File: config.mk
export PLATFORM = sky130hd
export DESIGN_NAME = mcu_sequencer
export DESIGN_NICKNAME = d
export VERILOG_FILES = /design/src/rtl/mcu_sequencer.sv
export SDC_FILE = /design/constraint.sdc
export NUM_CORES = 1
export LEC_CHECK = 0
export CORE_ASPECT_RATIO = 1.4
export CORE_MARGIN = 3
export CORE_UTILIZATION = 45
export DETAILED_ROUTE_END_ITERATION = 10
export HOLD_SLACK_MARGIN = 0.15
export PLACE_DENSITY = 0.68
export SLEW_MARGIN = 20
export SYNTH_ARGS = -nofsm -noshare
export SYNTH_HDL_FRONTEND = slang
export SYNTH_SLANG_ARGS = --single-unit
File: constraint.sdc
create_clock -name clk -period 3.09 [get_ports clk]
set_input_delay 0.618 -clock clk [delete_from_list [all_inputs] [get_ports clk]]
set_output_delay 0.618 -clock clk [all_outputs]
set_load 0.005 [all_outputs]
File: src/rtl/mcu_sequencer.sv
// mcu_sequencer: tags decoded 8x8 blocks Y,Y,Y,Y,Cb,Cr into the 4:2:0 channel
// buffer, stalls upstream while the buffer emits its assembled blocks, and
// counts MCUs until the frame is complete.
// Optional build macro: MCU_SEQ_ABORT_EN adds an `abort` input that ends a
// frame early without a done pulse.
//
// state   | meaning
// --------+-----------------------------------------------------------
// IDLE    | waiting for start
// LOAD_Y  | accepting the four Y blocks of the current MCU
// LOAD_CB | accepting the Cb block
// LOAD_CR | accepting the Cr block
// DRAIN   | buffer reading out, upstream stalled for four cycles
// DONE    | one-cycle frame-complete pulse
module mcu_sequencer #(
    parameter int MCU_W = 16
) (
    input  logic             clk,
    input  logic             rst,
`ifdef MCU_SEQ_ABORT_EN
    input  logic             abort,
`endif
    input  logic             start,
    input  logic [MCU_W-1:0] num_mcus,
    input  logic             blk_valid,
    output logic             blk_ready,
    output logic             wr_en,
    output logic [1:0]       ch,
    output logic             drain,
    output logic             busy,
    output logic [MCU_W-1:0] mcu_idx,
    output logic             done
);
    typedef enum logic [2:0] {
        IDLE    = 3'd0,
        LOAD_Y  = 3'd1,
        LOAD_CB = 3'd2,
        LOAD_CR = 3'd3,
        DRAIN   = 3'd4,
        DONE    = 3'd5
    } state_t;

    state_t           state, state_n;
    logic [1:0]       ycnt, ycnt_n;
    logic [2:0]       dcnt, dcnt_n;
    logic [MCU_W-1:0] num_lat, num_lat_n;
    logic [MCU_W-1:0] mcu_idx_n;
    logic             abort_now;

`ifdef MCU_SEQ_ABORT_EN
    assign abort_now = abort && (state != IDLE);
`else
    assign abort_now = 1'b0;
`endif

    // State and counter registers; synchronous reset clears everything.
    always_ff @(posedge clk) begin
        if (rst) begin
            state   <= IDLE;
            ycnt    <= 2'd0;
            dcnt    <= 3'd0;
            num_lat <= '0;
            mcu_idx <= '0;
        end else begin
            state   <= state_n;
            ycnt    <= ycnt_n;
            dcnt    <= dcnt_n;
            num_lat <= num_lat_n;
            mcu_idx <= mcu_idx_n;
        end
    end

    // Output decode, zero-latency accept strobe, and next-state logic.
    always_comb begin
        state_n   = state;
        ycnt_n    = ycnt;
        dcnt_n    = dcnt;
        num_lat_n = num_lat;
        mcu_idx_n = mcu_idx;
        blk_ready = 1'b0;
        ch        = 2'd0;
        drain     = 1'b0;
        busy      = (state != IDLE);
        done      = 1'b0;

        case (state)
            LOAD_Y:  begin blk_ready = 1'b1; ch = 2'd0; end
            LOAD_CB: begin blk_ready = 1'b1; ch = 2'd1; end
            LOAD_CR: begin blk_ready = 1'b1; ch = 2'd2; end
            DRAIN:   drain = 1'b1;
            DONE:    done  = 1'b1;
            default: ;
        endcase

        // An abort cycle must not write a block the frame will never use.
        if (abort_now) blk_ready = 1'b0;
        wr_en = blk_valid & blk_ready;

        case (state)
            IDLE: begin
                if (start) begin
                    if (num_mcus != '0) begin
                        num_lat_n = num_mcus;
                        mcu_idx_n = '0;
                        ycnt_n    = 2'd0;
                        state_n   = LOAD_Y;
                    end else begin
                        state_n = DONE;
                    end
                end
            end
            LOAD_Y: begin
                if (wr_en) begin
                    ycnt_n = ycnt + 2'd1;
                    if (ycnt == 2'd3) state_n = LOAD_CB;
                end
            end
            LOAD_CB: if (wr_en) state_n = LOAD_CR;
            LOAD_CR: begin
                if (wr_en) begin
                    dcnt_n  = 3'd4;
                    state_n = DRAIN;
                end
            end
            DRAIN: begin
                dcnt_n = dcnt - 3'd1;
                if (dcnt == 3'd1) begin
                    if (mcu_idx == num_lat - MCU_W'(1)) begin
                        state_n = DONE;
                    end else begin
                        mcu_idx_n = mcu_idx + MCU_W'(1);
                        state_n   = LOAD_Y;
                    end
                end
            end
            DONE:    state_n = IDLE;
            default: state_n = IDLE;
        endcase

        // Abort leaves mcu_idx where it was so software can see how far it got.
        if (abort_now) begin
            state_n   = IDLE;
            mcu_idx_n = mcu_idx;
        end
    end
endmodule

Word-level counts from Yosys, hierarchy flattened
Cells that the tools add are included.
Widths: inputs -> output; s select.
{"block": "word_totals", "ff_bits": 40, "out_inout_bits": 23}
{"block": "classes", "n_addsub": 4, "mux": 23, "bitwise": 1, "reduce_logical": 12, "eq_ne": 16}
{"cell": "$mux 16", "count": 4}
{"cell": "$pmux 16 s2", "count": 1}
{"cell": "$mux 3", "count": 8}
{"cell": "$add 16x1->16 const B", "count": 1}
{"cell": "$eq 16x16->1", "count": 1}
{"cell": "$ne 2x2->1 const B", "count": 8}
{"cell": "$reduce_bool 16->1", "count": 1}
{"cell": "$sub 16x1->16 const B", "count": 1}
{"cell": "$pmux 3 s5", "count": 1}
{"cell": "$pmux 2 s2", "count": 2}
{"cell": "$eq 3x1->1 const B", "count": 2}
{"cell": "$eq 3x2->1 const B", "count": 2}
{"cell": "$eq 3x3->1 const B", "count": 2}
{"cell": "$mux 2", "count": 3}
{"cell": "$pmux 3 s2", "count": 1}
{"cell": "$reduce_and 6->1", "count": 1}
{"cell": "$reduce_bool 2->1", "count": 3}
{"cell": "$reduce_and 5->1", "count": 1}
{"cell": "$reduce_and 4->1", "count": 1}
{"cell": "$logic_not 3->1", "count": 1}
{"cell": "$mux 1", "count": 3}
{"cell": "$reduce_and 3->1", "count": 1}
{"cell": "$reduce_bool 3->1", "count": 1}
{"cell": "$reduce_or 3->1", "count": 1}
{"cell": "other kinds (5)", "count": 5}

Longest topological paths before layout
Gate-level depths: netlist of the first run.
{"block": "depth", "depth_word": 6, "ltp_mapped": 12, "ltp_nobuf": 10}

Worst setup path before layout of the first run
OpenSTA, ideal clock, no wires.
{"block": "synth_path", "path_type": "flip-flop to flip-flop", "start": "register num_lat[0]", "end": "register mcu_idx[12]", "arrival_ns": 2.637, "required_time_ns": 2.962, "path_stages_with_launch": 12, "slack_ns": 0.325, "path_cell_list": "dfxtp_1 inv_1 ha_1 or4b_2 or3_1 a22oi_1 nand4_1 nor4_4 buf_4 nor4_1 xnor2_1 nor2_1"}
{"block": "synth_via", "elab_chain_cells": 4}
{"item": "start, declared", "line_no": "46", "rtl": "logic [MCU_W-1:0] num_lat, num_lat_n;"}
{"item": "start signal, assigned", "line_no": "68", "rtl": "num_lat <= num_lat_n;"}
{"item": "$sub 16x1->16", "line_no": "128", "rtl": "if (mcu_idx == num_lat - MCU_W'(1)) begin"}
{"item": "$eq 16x16->1", "line_no": "128"}
{"item": "$ne 2x2->1 (no source line)"}
{"item": "$reduce_and 5->1 (no source line)"}
{"item": "end signal, assigned", "line_no": "69", "rtl": "mcu_idx <= mcu_idx_n;"}
{"item": "end, declared", "line_no": "31", "rtl": "output logic [MCU_W-1:0] mcu_idx,"}
Every way passes these cells.
A chain may end at the register's enable or synchronous reset.

Worst setup path after layout of the first run
{"block": "layout_path", "start": "register num_lat[0]", "end": "register mcu_idx[15]"}
Same word-level chain as after synthesis.

==> run summary, run 1 <==
Die area - 6350 µm²
Row count - 31
CP Capture Point - mcu_idx[15]$_SDFFE_PP0P_
DRC viols - 0
Met2 capacity usage during global routing - 38.3%
# Post-CTS Setup Buffers - 0
Final Wtd Congestion - 0.898
Total GRT Usage - 20.9%
Period utilization - 94.2%
Iteration-0 DRC Markers - 69
Fmax - 344 MHz
Share of layout cells above drive strength 1 - 9.06%
Max-slew violations - 0
CTS max path bufs - 2
Mapped cell area - 2440 µm²
Post-synthesis mux area share - 8.83%
Gr busiest metal - met2
Worst R2R Start - num_lat[0]$_SDFFE_PP0P_
Clk_lat worst skew - 0.29 ns
CP Class - reg -> reg
Initial cell density of the core - 46.9%
Slowest-stage cell, CP - or4b_2
Setup TNS - 0 ns
Core box area - 5200 µm²
First-pass GRT wire length - 10200 µm
Die X - 68.2 µm
Crit-path leading delay family - simple AND/OR/NAND/NOR gates
Initial antenna violation count - 0
Placed Cells incl. Taps - 400
Antenna viol nets, final - 0
Number of buffers created by CTS - 5
Yosys cell types - 47
Async SR Flop Fraction - 0%
Port Buf Inserts - 42
#FFs+latches synth - 40
VDD IR max - 178 µV
Via density - 5.40
Mapped Cells - 295
Critical-path maximum fanout - 15
Unrepaired setup endpoints after global routing - false
Vias in the first global route - 2249
R2R setup slack - 0.18 ns
Critical Path Max Stage Delay - 0.61 ns
Synth Area in Adders - 2.57%
Slew @ Worst Pin - 0.566 ns
Final non-filler cell total - 408
TritonCTS Sinks - 40
Hold Fails Final Rpt - 0
WP buf/inv - 2
CTS tree - built
Pleak - 0.00119 µW
Crit path depth - 11
Post-route setup slack - 0.180 ns
Max Clock Skew - 0.00701 ns
Maxcap violations - 0
Met1 usage - 23.8%
Worst endpoint required time - 3.32 ns
Largest net degree at the start of global routing - 16
HPWL Detailed - 4720 µm
WP data arrival - 3.14 ns
Largest family of logic cells by synthesized area - simple AND/OR/NAND/NOR gates
Slew margin rel. - 61.9%
Min cycle time layout - 2.91 ns
Remaining Overflow, GRT - 0
Post-Synth XOR/XNOR Area - 10.8%
Diodes inserted - 0
Total iterations of the first detailed-routing run - 4
Die height - 93.1 µm
Setup violators final - 0
Syn avg cell area - 8.26 µm²
Number of synthesized flops with an enable pin - 0
I/O pins - 43
Hold WC Path Type - reg -> reg
Reg2reg end - mcu_idx[15]$_SDFFE_PP0P_
Crit end category - flip-flop
CP cell instances - inv_1 > ha_2 > or4b_2 > o21ai_0 > a22oi_1 > nand4_1 > nor4_4 > buf_6 > or3_4 > or3_1 > a21oi_1
Complex-gate fraction of the synthesized area - 9.55%
Yosys warning count - 0
Synth Area in Simple Gates - 31.3%
Outcome - finished, final reports clean
CP startpoint - num_lat[0]$_SDFFE_PP0P_
Nets@finish - 366
H-tree levels - 2
Startpoint Class - flip-flop
Post-synth top flop - dfxtp_1
WL final - 6000 µm
Reg2reg path depth - 11
Power density cells - 402 nW/µm²
Syn nets - 320
P&R area growth vs syn - 26.2%
Via Count - 2204
Sequential area share after synthesis - 32.9%
Avg WL per Cell - 14.7 µm
Clock slew at reported path FFs - 0.08 ns
Root buffer cell - clkbuf_8
Setup WS pre-CTS - 0.0656 ns
Global routing met3 resource utilization - 3.73%
==> worst register-to-register path, cell delays in order, from the launching register on <==
cell and delay (ns):
dfxtp_1 0.36, inv_1 0.08, ha_2 0.23, or4b_2 0.62, o21ai_0 0.21, a22oi_1 0.09
nand4_1 0.16, nor4_4 0.06, buf_6 0.16, or3_4 0.38, or3_1 0.35, a21oi_1 0.14
==> power breakdown <==
group          internal, µW  leakage (µW)  switching, µW
clock network           240     0.0000552            177
logic                   133      0.000813            125
registers               533      0.000325           28.1
==> final cells by class <==
class,instances,area [µm²]
well taps,66,82.6
flip-flops and latches,40,801
clock inverters,2,35.0
clock buffers,6,72.6
repair buffers,53,507
fillers,489,2120
multi-input cells,232,1550
inverters,9,33.8
==> routing by layer <==
metal / up-vias / part of all wire [%]
li1: 1123 / -
met1: 1040 / 42
met2: 33 / 53
met3: 8 / 3.0
met4: 0 / 1.5
met5: - / 0
==> through the flow <==
step | total power (µW) | utilization, % | hold WS (ns) | area [µm²]
final | 1240 | 59.2 | 0.472 | 3080
after global routing | 1300 | 59.2 | 0.522 | 3080
after CTS | 1250 | 59.0 | 0.477 | 3060
after detailed placement | 827 | 56.9 | 0.467 | 2960
after global placement | 827 | 56.9 | 0.457 | 2960
after floorplan | 740 | - | 0.452 | 2440
==> logic make-up (layout without fill, tap and decap cells) <==
kind of cell,after synthesis,count (layout)
mux,21,21
buf+inv,23,70
xor+xnor,30,30
flops,40,40
compound gates,34,34
fa+ha+maj,5,5
simple gates,142,142
==> state kept, by name, indices dropped and copies added (netlist names) <==
name and cells:
state 3, mcu_idx 16, dcnt 3, num_lat 16
ycnt 2
==> worst min path at each step <==
stage	depth (start not counted)	from	slack (ns)	end
floorplan	2	ycnt[1]$_SDFFE_PP0P_	0.45	ycnt[1]$_SDFFE_PP0P_
CTS	2	ycnt[1]$_SDFFE_PP0P_	0.48	ycnt[1]$_SDFFE_PP0P_
finish	2	ycnt[1]$_SDFFE_PP0P_	0.47	ycnt[1]$_SDFFE_PP0P_
global route	2	ycnt[1]$_SDFFE_PP0P_	0.52	ycnt[1]$_SDFFE_PP0P_
global placement	2	ycnt[1]$_SDFFE_PP0P_	0.46	ycnt[1]$_SDFFE_PP0P_
detailed placement	2	ycnt[1]$_SDFFE_PP0P_	0.47	ycnt[1]$_SDFFE_PP0P_
==> Yosys cell counts, drive strengths merged (3+ instances only) <==
cell	instances	area, µm²
nor2	51	191
or3	5	41.3
o21ai	5	25.0
ha	5	62.6
a21oi	13	65.1
a31oi	3	18.8
nor3b	3	22.5
nand2b	8	50.1
nor4	11	98.8
dfxtp	40	801
mux2i	20	200
buf	5	32.5
clkbuf	9	33.8
inv	9	33.8
nand4	6	43.8
nor3	14	70.1
nand2	13	48.8
and3	6	37.5
and2	4	25.0
xor2	5	43.8
nand3	11	55.1
xnor2	25	219
==> cells in the final DEF (no fill, tap or decap), types with 9 or more instances in the layout <==
cell type        netlist  layout
nand3_1               11      11
nor3_1                14      14
xnor2_1               25      25
a21oi_1               13      13
inv_1                  9       9
nor4_1                 9       9
buf_4                  1      10
nor2_1                51      51
nand2_1               13      13
clkdlybuf4s50_1        0      42
mux2i_1               20      20
dfxtp_1               40      40
==> what timing repair did <==
item,CTS,global route
endpoints found under the hold margin,0,0
hold buffers,0,0
setup endpoints to repair,0,5
gates resized for setup,0,3
(Power assumes the default switching activity.)
==> inputs of run 2 (changes only) <==
--- a/config.mk
+++ b/config.mk
@@ -8,6 +8,7 @@
 export CORE_ASPECT_RATIO = 1.4
 export CORE_MARGIN = 3
 export CORE_UTILIZATION = 45
+export CTS_CLUSTER_SIZE = 25
 export DETAILED_ROUTE_END_ITERATION = 10
 export HOLD_SLACK_MARGIN = 0.15
 export PLACE_DENSITY = 0.68
==> results of run 2 <==
Same layout as run 1: the final DEF is identical, and so are final timing and power.
==> inputs of run 3 (changes only) <==
--- a/config.mk
+++ b/config.mk
@@ -5,6 +5,7 @@
 export SDC_FILE = /design/constraint.sdc
 export NUM_CORES = 1
 export LEC_CHECK = 0
+export CAP_MARGIN = 20
 export CORE_ASPECT_RATIO = 1.4
 export CORE_MARGIN = 3
 export CORE_UTILIZATION = 45
==> results of run 3 <==
Same layout as run 1: the final DEF is identical, and so are final timing and power.
